<file path="src/rtl/vlsu_cam_alloc_ctrl_if.sv">
// Bundled allocation, retire, lookup, response and CAM-side signals of vlsu_cam_alloc_ctrl.
// The slave modport is the controller's view; master is the requester/CAM side.
interface vlsu_cam_alloc_ctrl_if #(
  parameter int WIDTH   = 50,
  parameter int DEPTH   = 32,
  parameter int READ    = 3,
  parameter int ADDRESS = $clog2(DEPTH)
);

  logic                              alloc_valid_i;
  logic [WIDTH-1:0]                  alloc_data_i;
  logic                              alloc_ready_o;
  logic [ADDRESS-1:0]                alloc_addr_o;
  logic                              retire_i;
  logic                              flush_i;
  logic [READ-1:0]                   lookup_valid_i;
  logic [READ-1:0][WIDTH-1:0]        lookup_data_i;
  logic [READ-1:0]                   rsp_valid_o;
  logic [READ-1:0]                   rsp_hit_o;
  logic [READ-1:0][ADDRESS-1:0]      rsp_addr_o;
  logic                              cam_write_o;
  logic [ADDRESS-1:0]                cam_write_addr_o;
  logic [WIDTH-1:0]                  cam_write_data_o;
  logic [ADDRESS-1:0]                cam_head_o;
  logic [READ-1:0][DEPTH-1:0]        cam_enable_o;
  logic [READ-1:0]                   cam_read_o;
  logic [READ-1:0][WIDTH-1:0]        cam_read_data_o;
  logic [READ-1:0]                   cam_match_i;
  logic [READ-1:0][ADDRESS-1:0]      cam_match_addr_i;
  logic [ADDRESS:0]                  count_o;
  logic                              full_o;
  logic                              empty_o;

  modport slave (
    input  alloc_valid_i, alloc_data_i, retire_i, flush_i,
    input  lookup_valid_i, lookup_data_i, cam_match_i, cam_match_addr_i,
    output alloc_ready_o, alloc_addr_o, rsp_valid_o, rsp_hit_o, rsp_addr_o,
    output cam_write_o, cam_write_addr_o, cam_write_data_o, cam_head_o,
    output cam_enable_o, cam_read_o, cam_read_data_o, count_o, full_o, empty_o
  );

  modport master (
    output alloc_valid_i, alloc_data_i, retire_i, flush_i,
    output lookup_valid_i, lookup_data_i, cam_match_i, cam_match_addr_i,
    input  alloc_ready_o, alloc_addr_o, rsp_valid_o, rsp_hit_o, rsp_addr_o,
    input  cam_write_o, cam_write_addr_o, cam_write_data_o, cam_head_o,
    input  cam_enable_o, cam_read_o, cam_read_data_o, count_o, full_o, empty_o
  );

endinterface

</file>
<file path="src/rtl/vlsu_cam_alloc_ctrl.sv">
// Circular allocation controller in front of an external CAM: head/tail/count plus valid mask,
// pass-through lookups with 1-cycle registered responses. Define VLSU_CAM_STATS_EN for hit/miss counters.
module vlsu_cam_alloc_ctrl #(
  parameter int WIDTH   = 50,
  parameter int DEPTH   = 32,
  parameter int READ    = 3,
  parameter int ADDRESS = $clog2(DEPTH)
) (
  input  logic                 clk,
  input  logic                 rst,
  vlsu_cam_alloc_ctrl_if.slave bus
`ifdef VLSU_CAM_STATS_EN
  ,
  output logic [15:0]          hit_cnt_o,
  output logic [15:0]          miss_cnt_o
`endif
);

  localparam logic [ADDRESS:0]   DEPTH_CNT = (ADDRESS+1)'(DEPTH);
  localparam logic [ADDRESS:0]   ONE_CNT   = {{ADDRESS{1'b0}}, 1'b1};
  localparam logic [ADDRESS-1:0] ONE_PTR   = {{(ADDRESS-1){1'b0}}, 1'b1};

  logic [ADDRESS-1:0] head_q, head_d;
  logic [ADDRESS-1:0] tail_q, tail_d;
  logic [ADDRESS:0]   count_q, count_d;
  logic [DEPTH-1:0]   valid_q, valid_d;
  logic [READ-1:0]    rsp_valid_q, rsp_valid_d;

  logic full;
  logic empty;
  logic alloc_fire;
  logic retire_fire;

  assign full        = (count_q == DEPTH_CNT);
  assign empty       = (count_q == '0);
  // Readiness ignores a same-cycle retire so that a full queue never accepts before space is freed.
  assign alloc_fire  = bus.alloc_valid_i && !full && !bus.flush_i;
  assign retire_fire = bus.retire_i && !empty && !bus.flush_i;

  always_comb begin
    head_d  = head_q;
    tail_d  = tail_q;
    count_d = count_q;
    valid_d = valid_q;
    if (bus.flush_i) begin
      head_d  = '0;
      tail_d  = '0;
      count_d = '0;
      valid_d = '0;
    end else begin
      if (alloc_fire) begin
        valid_d[tail_q] = 1'b1;
        tail_d          = tail_q + ONE_PTR;
      end
      if (retire_fire) begin
        valid_d[head_q] = 1'b0;
        head_d          = head_q + ONE_PTR;
      end
      case ({alloc_fire, retire_fire})
        2'b10:   count_d = count_q + ONE_CNT;
        2'b01:   count_d = count_q - ONE_CNT;
        default: count_d = count_q;
      endcase
    end
  end

  // A flush in the lookup cycle kills the response, since the searched entries are gone.
  always_comb begin
    rsp_valid_d = bus.lookup_valid_i & {READ{~bus.flush_i}};
  end

  always_ff @(posedge clk) begin
    if (rst) begin
      head_q      <= '0;
      tail_q      <= '0;
      count_q     <= '0;
      valid_q     <= '0;
      rsp_valid_q <= '0;
    end else begin
      head_q      <= head_d;
      tail_q      <= tail_d;
      count_q     <= count_d;
      valid_q     <= valid_d;
      rsp_valid_q <= rsp_valid_d;
    end
  end

  assign bus.alloc_ready_o    = !full && !bus.flush_i;
  assign bus.alloc_addr_o     = tail_q;
  assign bus.count_o          = count_q;
  assign bus.full_o           = full;
  assign bus.empty_o          = empty;
  assign bus.cam_write_o      = alloc_fire;
  assign bus.cam_write_addr_o = alloc_fire ? tail_q : '0;
  assign bus.cam_write_data_o = alloc_fire ? bus.alloc_data_i : '0;
  assign bus.cam_head_o       = head_q;
  assign bus.cam_read_o       = bus.lookup_valid_i;
  assign bus.cam_read_data_o  = bus.lookup_data_i;
  assign bus.rsp_valid_o      = rsp_valid_q;

  logic [READ-1:0] rsp_hit;
  logic [READ-1:0] rsp_miss;

  // Responses are quiet (hit and address zero) on ports without a pending lookup.
  always_comb begin
    rsp_hit          = '0;
    rsp_miss         = '0;
    bus.rsp_addr_o   = '0;
    bus.cam_enable_o = '0;
    for (int r = 0; r < READ; r++) begin
      rsp_hit[r]          = rsp_valid_q[r] & bus.cam_match_i[r];
      rsp_miss[r]         = rsp_valid_q[r] & ~bus.cam_match_i[r];
      bus.rsp_addr_o[r]   = rsp_valid_q[r] ? bus.cam_match_addr_i[r] : '0;
      bus.cam_enable_o[r] = valid_q;
    end
  end

  assign bus.rsp_hit_o = rsp_hit;

`ifdef VLSU_CAM_STATS_EN
  logic [15:0] hit_cnt_q, hit_cnt_d;
  logic [15:0] miss_cnt_q, miss_cnt_d;
  logic [16:0] hit_sum;
  logic [16:0] miss_sum;

  // Bit 16 of the running sum flags overflow; at most READ is added per cycle so it cannot wrap.
  always_comb begin
    hit_sum  = {1'b0, hit_cnt_q};
    miss_sum = {1'b0, miss_cnt_q};
    for (int r = 0; r < READ; r++) begin
      hit_sum  = hit_sum + {16'd0, rsp_hit[r]};
      miss_sum = miss_sum + {16'd0, rsp_miss[r]};
    end
    hit_cnt_d  = hit_sum[16] ? 16'hFFFF : hit_sum[15:0];
    miss_cnt_d = miss_sum[16] ? 16'hFFFF : miss_sum[15:0];
    if (bus.flush_i) begin
      hit_cnt_d  = '0;
      miss_cnt_d = '0;
    end
  end

  always_ff @(posedge clk) begin
    if (rst) begin
      hit_cnt_q  <= '0;
      miss_cnt_q <= '0;
    end else begin
      hit_cnt_q  <= hit_cnt_d;
      miss_cnt_q <= miss_cnt_d;
    end
  end

  assign hit_cnt_o  = hit_cnt_q;
  assign miss_cnt_o = miss_cnt_q;
`endif

endmodule
</file>
<file path="src/flat_wrapper.sv">
// flat-port wrapper written by rule: the top's interface ports become plain ports
module vlsu_cam_alloc_ctrl_flat 
#(
  parameter int WIDTH   = 50,
  parameter int DEPTH   = 32,
  parameter int READ    = 3,
  parameter int ADDRESS = $clog2(DEPTH)
)
  (clk, rst, bus_alloc_valid_i, bus_alloc_data_i, bus_retire_i, bus_flush_i, bus_lookup_valid_i, bus_lookup_data_i, bus_cam_match_i, bus_cam_match_addr_i, bus_alloc_ready_o, bus_alloc_addr_o, bus_rsp_valid_o, bus_rsp_hit_o, bus_rsp_addr_o, bus_cam_write_o, bus_cam_write_addr_o, bus_cam_write_data_o, bus_cam_head_o, bus_cam_enable_o, bus_cam_read_o, bus_cam_read_data_o, bus_count_o, bus_full_o, bus_empty_o);
  vlsu_cam_alloc_ctrl_if #(.WIDTH(WIDTH), .DEPTH(DEPTH), .READ(READ), .ADDRESS(ADDRESS)) bus_i ();
  input  logic clk;
  input  logic rst;
  input wire logic [$bits(bus_i.alloc_valid_i)-1:0] bus_alloc_valid_i;
  input wire logic [$bits(bus_i.alloc_data_i)-1:0] bus_alloc_data_i;
  input wire logic [$bits(bus_i.retire_i)-1:0] bus_retire_i;
  input wire logic [$bits(bus_i.flush_i)-1:0] bus_flush_i;
  input wire logic [$bits(bus_i.lookup_valid_i)-1:0] bus_lookup_valid_i;
  input wire logic [$bits(bus_i.lookup_data_i)-1:0] bus_lookup_data_i;
  input wire logic [$bits(bus_i.cam_match_i)-1:0] bus_cam_match_i;
  input wire logic [$bits(bus_i.cam_match_addr_i)-1:0] bus_cam_match_addr_i;
  output wire logic [$bits(bus_i.alloc_ready_o)-1:0] bus_alloc_ready_o;
  output wire logic [$bits(bus_i.alloc_addr_o)-1:0] bus_alloc_addr_o;
  output wire logic [$bits(bus_i.rsp_valid_o)-1:0] bus_rsp_valid_o;
  output wire logic [$bits(bus_i.rsp_hit_o)-1:0] bus_rsp_hit_o;
  output wire logic [$bits(bus_i.rsp_addr_o)-1:0] bus_rsp_addr_o;
  output wire logic [$bits(bus_i.cam_write_o)-1:0] bus_cam_write_o;
  output wire logic [$bits(bus_i.cam_write_addr_o)-1:0] bus_cam_write_addr_o;
  output wire logic [$bits(bus_i.cam_write_data_o)-1:0] bus_cam_write_data_o;
  output wire logic [$bits(bus_i.cam_head_o)-1:0] bus_cam_head_o;
  output wire logic [$bits(bus_i.cam_enable_o)-1:0] bus_cam_enable_o;
  output wire logic [$bits(bus_i.cam_read_o)-1:0] bus_cam_read_o;
  output wire logic [$bits(bus_i.cam_read_data_o)-1:0] bus_cam_read_data_o;
  output wire logic [$bits(bus_i.count_o)-1:0] bus_count_o;
  output wire logic [$bits(bus_i.full_o)-1:0] bus_full_o;
  output wire logic [$bits(bus_i.empty_o)-1:0] bus_empty_o;
  assign bus_i.alloc_valid_i = bus_alloc_valid_i;
  assign bus_i.alloc_data_i = bus_alloc_data_i;
  assign bus_i.retire_i = bus_retire_i;
  assign bus_i.flush_i = bus_flush_i;
  assign bus_i.lookup_valid_i = bus_lookup_valid_i;
  assign bus_i.lookup_data_i = bus_lookup_data_i;
  assign bus_i.cam_match_i = bus_cam_match_i;
  assign bus_i.cam_match_addr_i = bus_cam_match_addr_i;
  assign bus_alloc_ready_o = bus_i.alloc_ready_o;
  assign bus_alloc_addr_o = bus_i.alloc_addr_o;
  assign bus_rsp_valid_o = bus_i.rsp_valid_o;
  assign bus_rsp_hit_o = bus_i.rsp_hit_o;
  assign bus_rsp_addr_o = bus_i.rsp_addr_o;
  assign bus_cam_write_o = bus_i.cam_write_o;
  assign bus_cam_write_addr_o = bus_i.cam_write_addr_o;
  assign bus_cam_write_data_o = bus_i.cam_write_data_o;
  assign bus_cam_head_o = bus_i.cam_head_o;
  assign bus_cam_enable_o = bus_i.cam_enable_o;
  assign bus_cam_read_o = bus_i.cam_read_o;
  assign bus_cam_read_data_o = bus_i.cam_read_data_o;
  assign bus_count_o = bus_i.count_o;
  assign bus_full_o = bus_i.full_o;
  assign bus_empty_o = bus_i.empty_o;
  vlsu_cam_alloc_ctrl #(.WIDTH(WIDTH), .DEPTH(DEPTH), .READ(READ), .ADDRESS(ADDRESS)) u_core (.clk(clk), .rst(rst), .bus(bus_i));
endmodule
</file>
<file path="config.mk">
export PLATFORM = sky130hd
export DESIGN_NAME = vlsu_cam_alloc_ctrl_flat
export DESIGN_NICKNAME = d
export VERILOG_FILES = /design/src/rtl/vlsu_cam_alloc_ctrl_if.sv /design/src/rtl/vlsu_cam_alloc_ctrl.sv /design/src/flat_wrapper.sv
export SDC_FILE = /design/constraint.sdc
export NUM_CORES = 1
export LEC_CHECK = 0
export ABC_AREA = 1
export CAP_MARGIN = 20
export CORE_AREA = 2 2 224 226
export DETAILED_ROUTE_END_ITERATION = 10
export DIE_AREA = 0 0 226 228
export GPL_ROUTABILITY_DRIVEN = 0
export SYNTH_ARGS = -nofsm -noshare
export SYNTH_HDL_FRONTEND = slang
export SYNTH_SLANG_ARGS = --single-unit
</file>
<file path="constraint.sdc">
create_clock -name clk -period 3.1 [get_ports clk]
set_clock_uncertainty 0.2 [all_clocks]
set_input_delay 0.31 -clock clk [delete_from_list [all_inputs] [get_ports clk]]
set_output_delay 0.31 -clock clk [all_outputs]
set_load 0.03 [all_outputs]
</file>
# Word-level counts from Yosys, hierarchy flattened

Cells that the tools add are included.

Register bits: 51
Bits of input ports: 226
Word-level logic and storage cells: 50

$add $sub $neg: 4
$lt $le $gt $ge: 4
Equality and inequality tests: 3
Mux-type cells: 13
Bitwise logic cells: 8
Reductions and logical operators: 13

Operators by type and width:

| cell                                                                  | number |
|---|---|
| 32-bit 2-to-1 mux                                                     | 3 |
| 50-bit 2-to-1 mux                                                     | 1 |
| 32-bit bitwise AND                                                    | 1 |
| 32-bit inverter                                                       | 1 |
| 32-bit bitwise OR                                                     | 1 |
| 5-bit 2-to-1 mux                                                      | 4 |
| 5-bit by 6-bit < comparator with 1-bit output, second input constant  | 2 |
| 6-bit case mux with 2 select lines                                    | 1 |
| 5-bit by 1-bit adder with 5-bit output, second input constant         | 2 |
| 1-bit demux with 5-bit select                                         | 2 |
| 5-bit by 1-bit >= comparator with 1-bit output, second input constant | 2 |
| 1-bit logical AND                                                     | 7 |
| 6-bit by 1-bit adder with 6-bit output, second input constant         | 1 |
| 6-bit equality test, second input constant                            | 1 |
| 6-bit zero test                                                       | 1 |
| 6-bit by 1-bit subtractor with 6-bit output, second input constant    | 1 |
| 1-bit bitwise AND                                                     | 3 |
| 3-bit bitwise AND                                                     | 1 |
| 1-bit zero test                                                       | 3 |
| 2-bit by 1-bit equality test with 1-bit output, second input constant | 1 |
| 2-bit equality test, second input constant                            | 1 |
| 1-bit 2-to-1 mux                                                      | 2 |
| 2-bit nonzero test                                                    | 1 |
| 2-bit OR reduction                                                    | 1 |
| 1-bit inverter                                                        | 1 |

# Logic depth before layout (Yosys ltp)

Depth after elaboration: 9
Gate-level depth with buffers: 18

# Worst setup path after synthesis

OpenSTA, ideal clock, no wires.

Path type: reg-to-reg
Start: reg u_core.count_q[4], in the netlist u_core.bus.count_o[4]
End: reg u_core.count_q[4], in the netlist u_core.bus.count_o[4]
Library setup time: 0.113 ns
Arrival time: 2.428 ns
Slack: 0.359 ns
Stages on the path, launching flop included: 19
Buffers on the path: 2
Cells stage by stage: dfxtp_1 > inv_1 > nand4_2 > nand3_2 > buf_4 > buf_4 > ha_1 > inv_2 > nand2_1 > nand2_1 > inv_1 > ha_1 > o21bai_1 > nand2_1 > nand2_1 > nand2_1 > nand2_1 > o21ai_1 > inv_1

Word-level cells in the longest chain between the ends: 6

RTL lines:

| what                                                                                  | line                                                 | text |
|---|---|---|
| from (decl)                                                                           | vlsu_cam_alloc_ctrl.sv:25                            | `logic [ADDRESS:0] count_q, count_d;` |
| from (signal assigned)                                                                | vlsu_cam_alloc_ctrl.sv:82                            | `count_q <= count_d;` |
| 6-bit equality test or 6-bit zero test (tied branches)                                | vlsu_cam_alloc_ctrl.sv:34, vlsu_cam_alloc_ctrl.sv:35 |  |
| 1-bit zero test (on tied branches)                                                    | vlsu_cam_alloc_ctrl.sv:37, vlsu_cam_alloc_ctrl.sv:38 |  |
| 1-bit logical AND (on tied branches) (2 in series)                                    | vlsu_cam_alloc_ctrl.sv:37, vlsu_cam_alloc_ctrl.sv:38 |  |
| 2-bit by 1-bit equality test with 1-bit output or 2-bit equality test (tied branches) | vlsu_cam_alloc_ctrl.sv:59                            | `case ({alloc_fire, retire_fire})` |
| 6-bit case mux with 2 select lines or 2-bit nonzero test (tied branches)              | n/a                                                  |  |

Several ways; a longest one is shown, not always the timed one.
A chain may end at the register's enable or synchronous reset.

# Final worst setup path

Start: reg u_core.count_q[0], in the netlist u_core.bus.count_o[0]
End: out bus_cam_write_data_o[4]

Word-level cells in the longest chain between the ends: 5

RTL lines:

| what                            | line                      | text |
|---|---|---|
| 6-bit equality test             | vlsu_cam_alloc_ctrl.sv:34 | `assign full = (count_q == DEPTH_CNT);` |
| 1-bit zero test                 | vlsu_cam_alloc_ctrl.sv:37 | `assign alloc_fire = bus.alloc_valid_i && !full && !bus.flush_i;` |
| 1-bit logical AND (2 in series) | vlsu_cam_alloc_ctrl.sv:37 |  |
| 50-bit 2-to-1 mux               | vlsu_cam_alloc_ctrl.sv:95 | `assign bus.cam_write_data_o = alloc_fire ? bus.alloc_data_i : '0;` |
| to (decl)                       | flat_wrapper.sv:28        | `output wire logic [$bits(bus_i.cam_write_data_o)-1:0] bus_cam_write_data_o;` |

No other way between the ends.

==> reports/metrics.cfg <==
[grt]
antenna_found_initial = 0
globalRouteOverflowTotal = 0
grt_max_degree = 49
first_global_vias = 4200
track_usage = 0.0980
grt_first_pass_wirelength_mm = 34.2

[clocking]
clk_transition_reported_paths_ns = 0.07
clock-sinks = 51
insertion_delay_ns = 0.30
root_buffer = clkbuf_16
cts_setup_buffers = 0
cts_max_path_buffers = 2
cts_hold_buf = 0
cts_inserted_buffers = 5
cts_resized = 0
cts_tree = yes
htree_levels = 2

[synthesis]
syn_nets = 972
synthDistinctLibCells = 29
synth-warning-count = 0
syn_area_um2 = 4800
ys_seq_area_frac = 0.213
synthCells = 735
avgSynthCellArea_um2 = 6.53
ys_ff_latch = 51

[power_and_ir_drop]
peakVddDrop_mv = 0.169
power_density_nw_per_um2 = 269
p_leak_nw = 2.74
p_total_mw = 1.86

[layout]
nets = 1014
fin_cells = 1450
drive_gt1_frac = 0.0733
most-common-layout-cells = clkdlybuf4s50_1, nor2_1, inv_1
design_area_um2 = 6900
area_delta_synth_final_pct = 43.7
diodes = 0
layout_commonest_cell = clkdlybuf4s50_1
fin_util = 0.140

[placement]
place_inst = 1442
portBuffers = 270
post-dp-hpwl_mm = 23.9
dpl-instance-area_um2 = 6730

[status]
status = complete, no violations

[floorplanning]
initial_core_util = 0.0973
die_h_um = 228
rows = 82
core_um2 = 49300
dieArea_um2 = 51500
dieWidth_um = 226
num_io_pins = 571

[sta]
relSlewSlack = 0.632
timing.final.crit_share = 0.916
period_needed_ns = 2.84
fin_tns_setup_ns = 0
rsz0062_at_grt = no
setup_viol = 0
timing.fmax_mhz = 352
tightest_slew_ns = 0.550
maxSlewViolCount = 0
finalHoldViolations = 0

[setup_path]
cpMaxStageDelayCell = clkdlybuf4s50_1
end_kind = output port
crit_fanout = 48
cpPeakStageDelay_ns = 0.61
critPathLaunchType = flip-flop
crit_chain = nor2_2 > nand4_2 > nand3_4 > buf_4 > nor2_1 > clkdlybuf4s50_1
cp.arrival_ns = 2.33
critical_path_class = flip-flop to output port
cp.required_ns = 2.59
timing.critical_path.buf_inv = 2
critical-path-top-delay-family = buffers and inverters

[drt]
drcViolationCount = 0
drtPass1Iterations = 5
postRouteAntennaNets = 0
avgRoutedWirePerCell_um = 18.5
wl_mm = 26.9
drt_iter0_drc = 217
vias_per_cell = 3.05
vias = 4422

[worst_hold_path]
hold_class = flip-flop to flip-flop

[run]
cap_violations = 0

## per-stage QoR
stage	setup slack [ns]	hold WS, ns
2_1_floorplan	0.359	0.182
3_3_place_gp	0.357	0.340
3_5_place_dp	0.282	0.349
4_1_cts	0.229	0.364
5_1_grt	0.0936	0.390
6_report	0.261	0.364
## kinds of logic (layout without fill, tap and decap cells)
logic type / after synthesis / count (layout) / synth area share
compound gates: 90 / 90 / 0.0978
xor+xnor: 4 / 4 / 0.00730
fa+ha+maj: 11 / 11 / 0.0287
buf+inv: 344 / 387 / 0.447
flops: 51 / 51 / 0.213
simple gates: 235 / 235 / 0.207
## path summary, 6_finish.rpt
| check | startpoint | end | slack [ns] | depth (start not counted) |
|---|---|---|---|---|
| hold reg to reg | u_core.bus.count_o[0]$_SDFFE_PP0P_ | u_core.bus.count_o[0]$_SDFFE_PP0P_ | 0.36 | 1 |
| setup / recovery | u_core.bus.count_o[0]$_SDFFE_PP0P_ | bus_cam_write_data_o[4] | 0.26 | 6 |
| setup reg to reg | u_core.bus.count_o[0]$_SDFFE_PP0P_ | u_core.bus.count_o[4]$_SDFFE_PP0P_ | 0.41 | 17 |
| hold / removal | u_core.bus.count_o[0]$_SDFFE_PP0P_ | u_core.bus.count_o[0]$_SDFFE_PP0P_ | 0.36 | 1 |
## state kept, by name (all words and copies together), names as in the netlist
signal / count
u_core.bus.cam_head_o: 5
u_core.bus.rsp_valid_o: 3
u_core.bus.alloc_addr_o: 5
u_core.valid_q: 32
u_core.bus.count_o: 6
## where the power goes
| part | switching, mW | internal [mW] | leakage (nW) |
|---|---|---|---|
| combinational | 0.295 | 0.227 | 2.24 |
| sequential | 0.0155 | 0.664 | 0.412 |
| clock | 0.270 | 0.385 | 0.0804 |
## cell usage after synthesis, drive strengths merged
master	instances	share of area
buf	231	0.36
nor2	110	0.091
inv	104	0.081
nand2	102	0.083
dfxtp	51	0.21
a21oi	47	0.049
o21ai	34	0.035
nand3	15	0.018
ha	11	0.029
clkbuf	9	0.0070
nor3	5	0.0083
o21bai	5	0.0078
a31oi	3	0.0039
nand4	2	0.0052
xnor2	2	0.0037
xor2	2	0.0037
o31ai	1	0.0016
or2	1	0.0013
## layout make-up
cell class                      count  area, um^2
Timing Repair Buffer              275        2830
Sequential cell                    51        1020
Multi-Input combinational cell    340        1640
Clock buffer                        5         125
Inverter                          104         390
Fill cell                        5649       42500
Clock inverter                      3        46.3
Tap cell                          672         841
## metal layers
layer	vias to the layer above	GRT usage	share of wire	wire, um
li1	2080	-	-	-
met1	1930	0.0910	0.32	8700
met2	376	0.162	0.46	12400
met3	34	0.0757	0.18	4940
met4	2	0.0341	0.030	812
met5	-	0.00569	0.0012	32
Note: power is estimated with default switching activity, not from simulation.
